$ cat src/rtl/uart_pkg.sv
// Shared UART types and helpers: receiver state encoding, majority-vote sample offsets,
// and the clock divider calculation.
package uart_pkg;

  typedef enum logic [2:0] {
    IDLE   = 3'd0,
    START  = 3'd1,
    DATA   = 3'd2,
    PARITY = 3'd3,
    STOP   = 3'd4
  } rx_state_t;

  // The three vote samples are taken at mid-MAJ_PRE, mid, and mid+MAJ_POST of each bit.
  localparam int unsigned MAJ_PRE  = 1;
  localparam int unsigned MAJ_POST = 1;

  function automatic int calc_div(input longint clk_freq, input longint baud,
                                  input longint oversample);
    return int'(clk_freq / (baud * oversample));
  endfunction

endpackage

$ cat src/rtl/uart_rx_if.sv
// FIFO-side port of the UART receiver: write strobe/data, status pulses, and the full flag.
// Handshake: DATAo is only meaningful while WEo=1. Each WEo pulse lasts one cycle and means
// "write now"; no back-pressure exists beyond FULLi, which is read once per frame.
interface uart_rx_if #(
  parameter int DATA_WIDTH = 8
);
  logic [DATA_WIDTH-1:0] DATAo;
  logic                  WEo;
  logic                  FERRo;
  logic                  OVRo;
  logic                  PERRo;
  logic                  FULLi;

  modport master (output DATAo, WEo, FERRo, OVRo, PERRo, input FULLi);
  modport slave  (input DATAo, WEo, FERRo, OVRo, PERRo, output FULLi);
endinterface

$ cat src/rtl/uart_baud_tick.sv
// Oversampling tick generator: counts 0..DIV-1 and pulses tick on the last count.
// A synchronous clear lets the user re-phase the tick to an external event.
module uart_baud_tick #(
  parameter int DIV = 1
) (
  input  logic CLKip,
  input  logic RSTni,
  input  logic clr,
  output logic tick
);
  localparam int CW = (DIV > 1) ? $clog2(DIV) : 1;
  localparam logic [CW-1:0] LAST = CW'(DIV - 1);

  logic [CW-1:0] cnt;

  always_ff @(posedge CLKip or negedge RSTni) begin
    if (!RSTni) begin
      cnt <= '0;
    end else if (clr || cnt == LAST) begin
      cnt <= '0;
    end else begin
      cnt <= cnt + 1'b1;
    end
  end

  assign tick = (cnt == LAST);
endmodule

$ cat src/rtl/uart_rx.sv
// UART receiver: 8N1 by default, 8E1/8O1 when UART_RX_PARITY_EN is defined.
// Oversamples RXi, votes three mid-bit samples, and drives the FIFO write port directly.
module uart_rx
  import uart_pkg::*;
#(
  parameter int CLK_FREQ   = 16_000_000,
  parameter int BAUD       = 1_000_000,
  parameter int OVERSAMPLE = 16,
  parameter int DATA_WIDTH = 8,
`ifdef UART_RX_PARITY_EN
  parameter bit PARITY_ODD = 1'b0,
`endif
  parameter int DIV        = calc_div(CLK_FREQ, BAUD, OVERSAMPLE)
) (
  input  logic       CLKip,
  input  logic       RSTni,
  input  logic       RXi,
  uart_rx_if.master  fifo,
  output logic       BUSYo,
  output rx_state_t  state_dbg
);
  if (DIV < 1) begin : g_bad_div
    $error("uart_rx: DIV must be at least 1");
  end
  if (OVERSAMPLE < 8 || (OVERSAMPLE % 2) != 0) begin : g_bad_os
    $error("uart_rx: OVERSAMPLE must be even and at least 8");
  end

  localparam int SW = $clog2(OVERSAMPLE);
  localparam int BW = (DATA_WIDTH > 1) ? $clog2(DATA_WIDTH) : 1;
  localparam logic [SW-1:0] S_LO   = SW'(OVERSAMPLE / 2 - MAJ_PRE);
  localparam logic [SW-1:0] S_MID  = SW'(OVERSAMPLE / 2);
  localparam logic [SW-1:0] S_HI   = SW'(OVERSAMPLE / 2 + MAJ_POST);
  localparam logic [SW-1:0] S_LAST = SW'(OVERSAMPLE - 1);
  localparam logic [BW-1:0] B_LAST = BW'(DATA_WIDTH - 1);

  rx_state_t             state;
  logic [1:0]            sync;
  logic                  rx_s;
  logic [SW-1:0]         scnt;
  logic [BW-1:0]         bcnt;
  logic [DATA_WIDTH-1:0] shreg;
  logic [DATA_WIDTH-1:0] data_q;
  logic                  v_lo, v_mid, vote, armed;
  logic                  we_q, ferr_q, ovr_q;
  logic                  tick, clr;
  logic                  at_lo, at_mid, at_vote, at_wrap;
`ifdef UART_RX_PARITY_EN
  logic                  par_bit, perr_q;
`endif

  assign rx_s    = sync[1];
  assign clr     = (state == IDLE) && !rx_s && armed;
  assign at_lo   = tick && (scnt == S_LO);
  assign at_mid  = tick && (scnt == S_MID);
  assign at_vote = tick && (scnt == S_HI);
  assign at_wrap = tick && (scnt == S_LAST);
  assign vote    = (v_lo & v_mid) | (v_lo & rx_s) | (v_mid & rx_s);

  uart_baud_tick #(.DIV(DIV)) u_tick (
    .CLKip (CLKip),
    .RSTni (RSTni),
    .clr   (clr),
    .tick  (tick)
  );

  always_ff @(posedge CLKip or negedge RSTni) begin
    if (!RSTni) begin
      sync   <= 2'b11;
      state  <= IDLE;
      scnt   <= '0;
      bcnt   <= '0;
      shreg  <= '0;
      data_q <= '0;
      v_lo   <= 1'b1;
      v_mid  <= 1'b1;
      armed  <= 1'b0;
      we_q   <= 1'b0;
      ferr_q <= 1'b0;
      ovr_q  <= 1'b0;
`ifdef UART_RX_PARITY_EN
      par_bit <= 1'b0;
      perr_q  <= 1'b0;
`endif
    end else begin
      sync   <= {sync[0], RXi};
      we_q   <= 1'b0;
      ferr_q <= 1'b0;
      ovr_q  <= 1'b0;
`ifdef UART_RX_PARITY_EN
      perr_q <= 1'b0;
`endif
      if (rx_s) armed <= 1'b1;
      if (at_lo) v_lo <= rx_s;
      if (at_mid) v_mid <= rx_s;
      if (tick && state != IDLE) scnt <= (scnt == S_LAST) ? '0 : scnt + 1'b1;

      case (state)
        IDLE: begin
          if (clr) begin
            state <= START;
            scnt  <= '0;
          end
        end
        START: begin
          if (at_vote && vote) begin
            state <= IDLE;
          end else if (at_wrap) begin
            state <= DATA;
            bcnt  <= '0;
          end
        end
        DATA: begin
          if (at_vote) shreg <= {vote, shreg[DATA_WIDTH-1:1]};
          if (at_wrap) begin
            if (bcnt == B_LAST) begin
`ifdef UART_RX_PARITY_EN
              state <= PARITY;
`else
              state <= STOP;
`endif
            end else begin
              bcnt <= bcnt + 1'b1;
            end
          end
        end
`ifdef UART_RX_PARITY_EN
        PARITY: begin
          if (at_vote) par_bit <= vote;
          if (at_wrap) state <= STOP;
        end
`endif
        STOP: begin
          // Decide at the vote point and leave at once so a back-to-back start bit is seen.
          if (at_vote) begin
            state <= IDLE;
            if (!vote) begin
              ferr_q <= 1'b1;
              armed  <= 1'b0;
            end
`ifdef UART_RX_PARITY_EN
            else if (par_bit != ((^shreg) ^ PARITY_ODD)) begin
              perr_q <= 1'b1;
            end
`endif
            else if (fifo.FULLi) begin
              ovr_q <= 1'b1;
            end else begin
              we_q   <= 1'b1;
              data_q <= shreg;
            end
          end
        end
        default: state <= IDLE;
      endcase
    end
  end

  assign fifo.DATAo = data_q;
  assign fifo.WEo   = we_q;
  assign fifo.FERRo = ferr_q;
  assign fifo.OVRo  = ovr_q;
`ifdef UART_RX_PARITY_EN
  assign fifo.PERRo = perr_q;
`else
  assign fifo.PERRo = 1'b0;
`endif
  assign BUSYo      = (state != IDLE);
  assign state_dbg  = state;
endmodule

$ cat src/flat_wrapper.sv
// flat-port wrapper written by rule: the top's interface ports become plain ports
module uart_rx_flat import uart_pkg::*;
#(
  parameter int CLK_FREQ   = 16_000_000,
  parameter int BAUD       = 1_000_000,
  parameter int OVERSAMPLE = 16,
  parameter int DATA_WIDTH = 8,

  parameter int DIV        = calc_div(CLK_FREQ, BAUD, OVERSAMPLE)
)
  (CLKip, RSTni, RXi, BUSYo, state_dbg, fifo_DATAo, fifo_WEo, fifo_FERRo, fifo_OVRo, fifo_PERRo, fifo_FULLi);
  uart_rx_if #(.DATA_WIDTH(DATA_WIDTH)) fifo_i ();
  input  logic CLKip;
  input  logic RSTni;
  input  logic RXi;
  output logic BUSYo;
  output rx_state_t state_dbg;
  output wire logic [$bits(fifo_i.DATAo)-1:0] fifo_DATAo;
  output wire logic [$bits(fifo_i.WEo)-1:0] fifo_WEo;
  output wire logic [$bits(fifo_i.FERRo)-1:0] fifo_FERRo;
  output wire logic [$bits(fifo_i.OVRo)-1:0] fifo_OVRo;
  output wire logic [$bits(fifo_i.PERRo)-1:0] fifo_PERRo;
  input wire logic [$bits(fifo_i.FULLi)-1:0] fifo_FULLi;
  assign fifo_DATAo = fifo_i.DATAo;
  assign fifo_WEo = fifo_i.WEo;
  assign fifo_FERRo = fifo_i.FERRo;
  assign fifo_OVRo = fifo_i.OVRo;
  assign fifo_PERRo = fifo_i.PERRo;
  assign fifo_i.FULLi = fifo_FULLi;
  uart_rx #(.CLK_FREQ(CLK_FREQ), .BAUD(BAUD), .OVERSAMPLE(OVERSAMPLE), .DATA_WIDTH(DATA_WIDTH), .DIV(DIV)) u_core (.CLKip(CLKip), .RSTni(RSTni), .RXi(RXi), .fifo(fifo_i), .BUSYo(BUSYo), .state_dbg(state_dbg));
endmodule
$ cat config.mk
export PLATFORM = sky130hd
export DESIGN_NAME = uart_rx_flat
export DESIGN_NICKNAME = d
export VERILOG_FILES = /design/src/rtl/uart_pkg.sv /design/src/rtl/uart_rx_if.sv /design/src/rtl/uart_baud_tick.sv /design/src/rtl/uart_rx.sv /design/src/flat_wrapper.sv
export SDC_FILE = /design/constraint.sdc
export NUM_CORES = 1
export LEC_CHECK = 0
export CORE_MARGIN = 2
export CORE_UTILIZATION = 55
export DETAILED_ROUTE_END_ITERATION = 8
export GPL_ROUTABILITY_DRIVEN = 0
export PLACE_DENSITY = 0.76
export RECOVER_POWER = 100
export SYNTH_ARGS = -nofsm -noshare
export SYNTH_HDL_FRONTEND = slang
export SYNTH_SLANG_ARGS = --single-unit
$ cat constraint.sdc
create_clock -name CLKip -period 2.6 [get_ports CLKip]
set_input_delay 0.78 -clock CLKip [delete_from_list [all_inputs] [get_ports CLKip]]
set_output_delay 0.78 -clock CLKip [all_outputs]
set_load 0.01 [all_outputs]
==> out/qor.yml, run 1 <==
status: "complete, no violations"
syn2layout_area_growth_pct: 14.7
final.setup.tns_ns: 0
seq_area_frac_synth_pct: 56.1
setup_viol: 0
synth_area_mm2: 0.00157
worst-endpoint-arrival_ns: 1.71
io_pins: 20
die_h_um: 57.4
maxSlewViolCount: 0
drc: 0
layout_common_cells: "dfrtp_1 (29), mux2_2 (17), dlygate4sd3_1 (14), nor2_1 (11), o21ai_0 (7)"
grt_pass1_wl_mm: 4.56
worst_pin_slew_ns: 0.829
start_util_pct: 57.4
critPathLaunchType: "flip-flop"
syn_avg_cell_area_um2: 12.5
cts_made_buffers: 5
wire_per_inst_um: 14.6
die_x_um: 57.4
power_per_cell_area_mw_per_mm2: 658
cts_resized: 0
synth_seq_cells: 35
fin_nets: 157
p_int_uw: 817
path_clk_slew_ns: 0.11
clock_sinks: 35
path_max_fanout: 11
port-buffer-count: 18
rrSetupSlack_ns: 0.66
clock.fmax_ghz: 0.402
critPathRequiredTime_ns: 1.82
grt_pass1_vias: 1012
endpoint: "BUSYo"
num_vias: 1023
drtPass1Iterations: 4
startpoint: "u_core.state_dbg[2]$_DFFE_PN0P_"
synthTopCellsByArea: "dfrtp_1 (49%), mux2_2 (12%), dfstp_2 (6.7%), ha_1 (4.0%), nor2_1 (2.6%)"
worstSetupPathType: "flip-flop to primary output"
postCtsSetupRepairBufs: 0
via_per_inst: 5.68
slew_headroom_pct: 44.7
ir_worst_vdd_v: 0.000543
fin_worst_skew_ns: 0.00607
synth-main-ff-cell: "dfrtp_1"
diodes: 0
overflow: 0
layout_commonest_cell: "dfrtp_1"
finalHoldViolCount: 0
grt_max_degree: 36
syn_inst: 126
rows: 19
grt_usage_pct: 18.3
clock_latency_ns: 0.33
hold_buffers: 0
dieArea_mm2: 0.00330
clock_path_buffers: 2
timing.rr.end: "u_core.fifo.DATAo[2]$_DFFE_PN0P_"
swShare_pct: 31.2
async_flop_share_pct: 100
period_needed_ns: 2.49
yosysWarnings: 0
pwr-share-seq_pct: 56.2
rsz0062_at_grt: "no"
end_kind: "primary output"
wirelength_mm: 2.63
r2r_start: "u_core.scnt[1]$_DFF_PN0_"
synth_top_area_share_pct: 49.4
fin_util_pct: 65.9
cts_root_buffer: "clkbuf_4"
yosysTopAreaCell: "dfrtp_1"
hold_slack_ns: 0.363
fin_crit_sh_pct: 95.6
ys_types: 30
drive_gt1_share_pct: 22.1
totalPowerFinal_mw: 1.19
power_leakage_nw: 0.895
synth-edff-count: 0
ff2ff_path_depth: 5
core_area_mm2: 0.00273
hold_path.class: "flip-flop to flip-flop"
ant_nets: 0
p_switching_uw: 369
place_hpwl_mm: 1.85
worstHoldStart: "u_core.sync[0]$_DFF_PN1_"
h-tree-depth: 2
cap_violations: 0
drt_iter0_markers: 33
cts_tree: "built"
comb_power_share_pct: 20.0
antenna_found_initial: 0
power_frac_clock_pct: 23.9
-- final cells by class --
cell class / count / area [µm²]
fill: 211 / 932
clock buffer: 6 / 41.3
sequential: 35 / 883
clock inverter: 2 / 12.5
multi-input combinational: 83 / 626
inverter: 4 / 15.0
timing repair buffer: 19 / 185
tap: 31 / 38.8
-- cell usage after synthesis (3+ instances only) --
master and instances:
ha_1 5, o21ai_0 7, nand2_1 5, nor3_1 3, mux2_2 17, a22o_1 4
nor2_1 11, buf_4 4, dfrtp_1 31, dfstp_2 4, a21oi_1 6, inv_1 4
nor2b_1 3
-- worst max-delay path, cell delays in order, from the launching register on --
cell             delay (ns)
dfrtp_1                0.52
nor3_4                 0.23
inv_1                  0.13
clkdlybuf4s50_1        0.50
-- layer usage --
layer | GRT usage (%) | wire length, µm | part of all wire (%) | up-vias
met2 | 28.1 | 1260 | 48 | 32
li1 | - | - | - | 487
met3 | 4.99 | 139 | 5.3 | 5
met5 | 0 | 0 | 0 | -
met1 | 24.1 | 1190 | 45 | 499
met4 | 8.97 | 39 | 1.5 | 0
-- logic make-up (layout without fill, tap and decap cells) --
family,after synthesis,after routing,synth area share [%]
AO/OA/AOI/OAI,19,19,7.17
adder cells (fa/ha/maj),6,6,4.70
buffers and inverters,9,31,3.19
flip-flops,35,35,56.1
multiplexers,17,17,12.2
other,1,2,0.239
AND/OR/NAND/NOR,39,39,16.4
-- flip-flops by register name, indices dropped and copies added (netlist names) --
name               cells
u_core.fifo.DATAo      8
u_core.fifo.WEo        1
u_core.u_tick.cnt      1
u_core.fifo.FERRo      1
u_core.scnt            4
u_core.state_dbg       3
u_core.shreg           8
u_core.bcnt            3
u_core.fifo.OVRo       1
u_core.v_mid           1
u_core.sync            2
u_core.armed           1
u_core.v_lo            1
-- worst min-delay path by stage --
| stage | to | slack (ns) | cells past startpoint |
|---|---|---|---|
| after floorplan | u_core.sync[1]$_DFF_PN1_ | 0.35 | 0 |
| after detailed placement | u_core.sync[1]$_DFF_PN1_ | 0.35 | 0 |
| final | u_core.sync[1]$_DFF_PN1_ | 0.36 | 0 |
| after global placement | u_core.sync[1]$_DFF_PN1_ | 0.35 | 0 |
| after CTS | u_core.sync[1]$_DFF_PN1_ | 0.36 | 0 |
| after global routing | u_core.sync[1]$_DFF_PN1_ | 0.37 | 0 |
-- metrics by stage --
stage | setup WS (ns) | std cells | instance area [µm²]
after floorplan | 0.919 | 127 | 1570
after global placement | 0.493 | 172 | 1770
after detailed placement | 0.467 | 172 | 1770
after CTS | 0.0718 | 180 | 1820
after global routing | 0.0180 | 180 | 1800
final | 0.114 | 180 | 1800
-- power groups by stage --
| stage | registers [mW] | clock network (mW) | logic [mW] |
|---|---|---|---|
| after floorplan | 0.649 | 0 | 0.191 |
| after global placement | 0.670 | 0 | 0.240 |
| after detailed placement | 0.673 | 0 | 0.248 |
| after CTS | 0.663 | 0.293 | 0.250 |
| after global routing | 0.677 | 0.317 | 0.275 |
| final | 0.666 | 0.283 | 0.237 |
Note: power is estimated with default switching activity, not from simulation.
==> run 2: changes to the inputs <==
CELL_PAD_IN_SITES_DETAIL_PLACEMENT = 0   (was default)
CELL_PAD_IN_SITES_GLOBAL_PLACEMENT = 1   (was default)
CORE_UTILIZATION = 47   (was 55)
PLACE_DENSITY = 0.8   (was 0.76)
==> run 2 against run 1 <==
Die area is 16% higher; register-to-register slack better by 0.06 ns; hold slack worse by 0.0035 ns; global-route usage is 2.5 points lower; power is 0.29% lower; core utilization is 7.8 points lower; critical path depth stayed put; fmax is 0.27% higher; routed wire length is 5.4% lower; clock skew is 0.00057 ns lower; critical endpoint unchanged; largest power group unchanged; highest routed layer unchanged.
==> out/qor.yml, run 2 (same netlist as run 1, synthesis figures left out) <==
drtPass1Iterations: 3
cts_root_buffer: "clkbuf_4"
critPathLaunchType: "flip-flop"
port-buffer-count: 18
die_h_um: 61.8
rsz0062_at_grt: "no"
place_hpwl_mm: 1.77
power_per_cell_area_mw_per_mm2: 651
setup_viol: 0
grt_pass1_vias: 904
cpMaxStageDelayCell: "clkdlybuf4s50_1"
crit_chain: "nor3_4 > inv_1 > clkdlybuf4s50_1"
finalHoldViolCount: 0
r2r_start: "u_core.scnt[1]$_DFF_PN0_"
comb_power_share_pct: 19.6
grt_pass1_wl_mm: 4.20
fin_worst_skew_ns: 0.00550
antenna_found_initial: 0
grt_max_degree: 36
power_leakage_nw: 0.895
h-tree-depth: 2
start_util_pct: 50.2
layout_commonest_cell: "dfrtp_1"
die_x_um: 61.8
worstHoldEndpoint: "u_core.sync[1]$_DFF_PN1_"
hold_path.class: "flip-flop to flip-flop"
maxSlewViolCount: 0
clock_sinks: 35
drt_iter0_markers: 21
grt_usage_pct: 15.8
path_clk_slew_ns: 0.10
overflow: 0
nFillCells: 273
rrSetupSlack_ns: 0.72
period_needed_ns: 2.48
worst-endpoint-arrival_ns: 1.70
cpPeakStageDelay_ns: 0.49
num_vias: 1006
worstSetupPathType: "flip-flop to primary output"
fin_nets: 157
drc: 0
cap_violations: 0
timing.rr.end: "u_core.fifo.DATAo[5]$_DFFE_PN0P_"
min_path_cells: 0
critPathRequiredTime_ns: 1.82
dieArea_mm2: 0.00382
path_max_fanout: 10
syn2layout_area_growth_pct: 15.8
cts_made_buffers: 5
pre_cts_slack_ns: 0.467
postCtsSetupRepairBufs: 0
pwr-share-seq_pct: 56.4
clock_path_buffers: 2
wirelength_mm: 2.49
layout_common_cells: "dfrtp_1 (29), mux2_2 (17), dlygate4sd3_1 (14), nor2_1 (11), o21ai_0 (8)"
p_switching_uw: 367
worst_pin_slew_ns: 0.818
worstHoldStart: "u_core.sync[0]$_DFF_PN1_"
ir_worst_vdd_v: 0.000348
slew_headroom_pct: 45.5
ant_nets: 0
diodes: 0
status: "complete, no violations"
clock.fmax_ghz: 0.403
power_frac_clock_pct: 24.1
final.setup.tns_ns: 0
rows: 20
fin_util_pct: 58.1
wire_per_inst_um: 12.9
via_per_inst: 5.21
end_kind: "primary output"
swShare_pct: 31.0
fin_crit_sh_pct: 95.4
ff2ff_path_depth: 5
p_int_uw: 816
drive_gt1_share_pct: 22.1
io_pins: 20
timing.final.ws_setup_ns: 0.121
core_area_mm2: 0.00313
cts_tree: "built"
clock_latency_ns: 0.34
==> run 2: cell counts in the layout (fill, tap and decap cells not counted) <==
No cell type changed its count.
==> run 2: repair_timing <==
| action | in CTS | in global routing |
|---|---|---|
| hold buffers | 0 | 0 |
| gates resized for setup | 0 | 2 |
| endpoints found under the hold margin | 0 | 0 |
| endpoints found under the setup margin | 0 | 1 |
==> run 2: worst max-delay path by stage <==
stage	slack, ns	from	to
final	0.12	u_core.state_dbg[1]$_DFFE_PN0P_	BUSYo
after global routing	0.003	u_core.state_dbg[2]$_DFFE_PN0P_	BUSYo
after CTS	0.07	u_core.state_dbg[1]$_DFFE_PN0P_	BUSYo
after detailed placement	0.47	u_core.state_dbg[1]$_DFFE_PN0P_	BUSYo
after global placement	0.49	u_core.state_dbg[1]$_DFFE_PN0P_	BUSYo
after floorplan	0.92	u_core.state_dbg[1]$_DFFE_PN0P_	BUSYo
==> run 2: layer usage <==
metal  GRT usage (%)  part of all wire, %  vias up
met3            3.93                  4.4        7
met2            23.9                   47       18
met5               0                    0        -
met1            20.4                   47      491
met4            10.0                  1.9        0
li1                -                    -      490
==> run 2: stage by stage <==
step / total power [mW] / std cells / hold WS, ns / cell area [µm²]
2_1_floorplan: 0.840 / 127 / 0.345 / 1570
3_3_place_gp: 0.910 / 185 / 0.348 / 1780
3_5_place_dp: 0.916 / 185 / 0.347 / 1780
6_report: 1.18 / 193 / 0.360 / 1820
4_1_cts: 1.21 / 193 / 0.362 / 1840
5_1_grt: 1.27 / 193 / 0.366 / 1820
==> run 2: area by class of cell <==
cell class                 count  area, µm²  area share (%)
sequential                    35        883            48.6
timing repair buffer          19        185            10.2
multi-input combinational     83        626            34.4
clock inverter                 2       12.5           0.688
inverter                       4       15.0           0.826
clock buffer                   6       41.3            2.27
tap                           44       55.1            3.03
==> run 2: worst max-delay path, delay by kind of cell (launching register included) <==
kind                   cells  cell delay [ns]
AND/OR/NAND/NOR            1             0.26
flip-flops                 1             0.48
buffers and inverters      2             0.61
==> run 2: power by group through the flow <==
| stage | Combinational (mW) | Clock [mW] | Sequential [mW] |
|---|---|---|---|
| final | 0.232 | 0.285 | 0.666 |
| after global routing | 0.270 | 0.321 | 0.677 |
| after CTS | 0.244 | 0.298 | 0.664 |
| after detailed placement | 0.243 | 0 | 0.673 |
| after global placement | 0.238 | 0 | 0.672 |
| after floorplan | 0.191 | 0 | 0.649 |
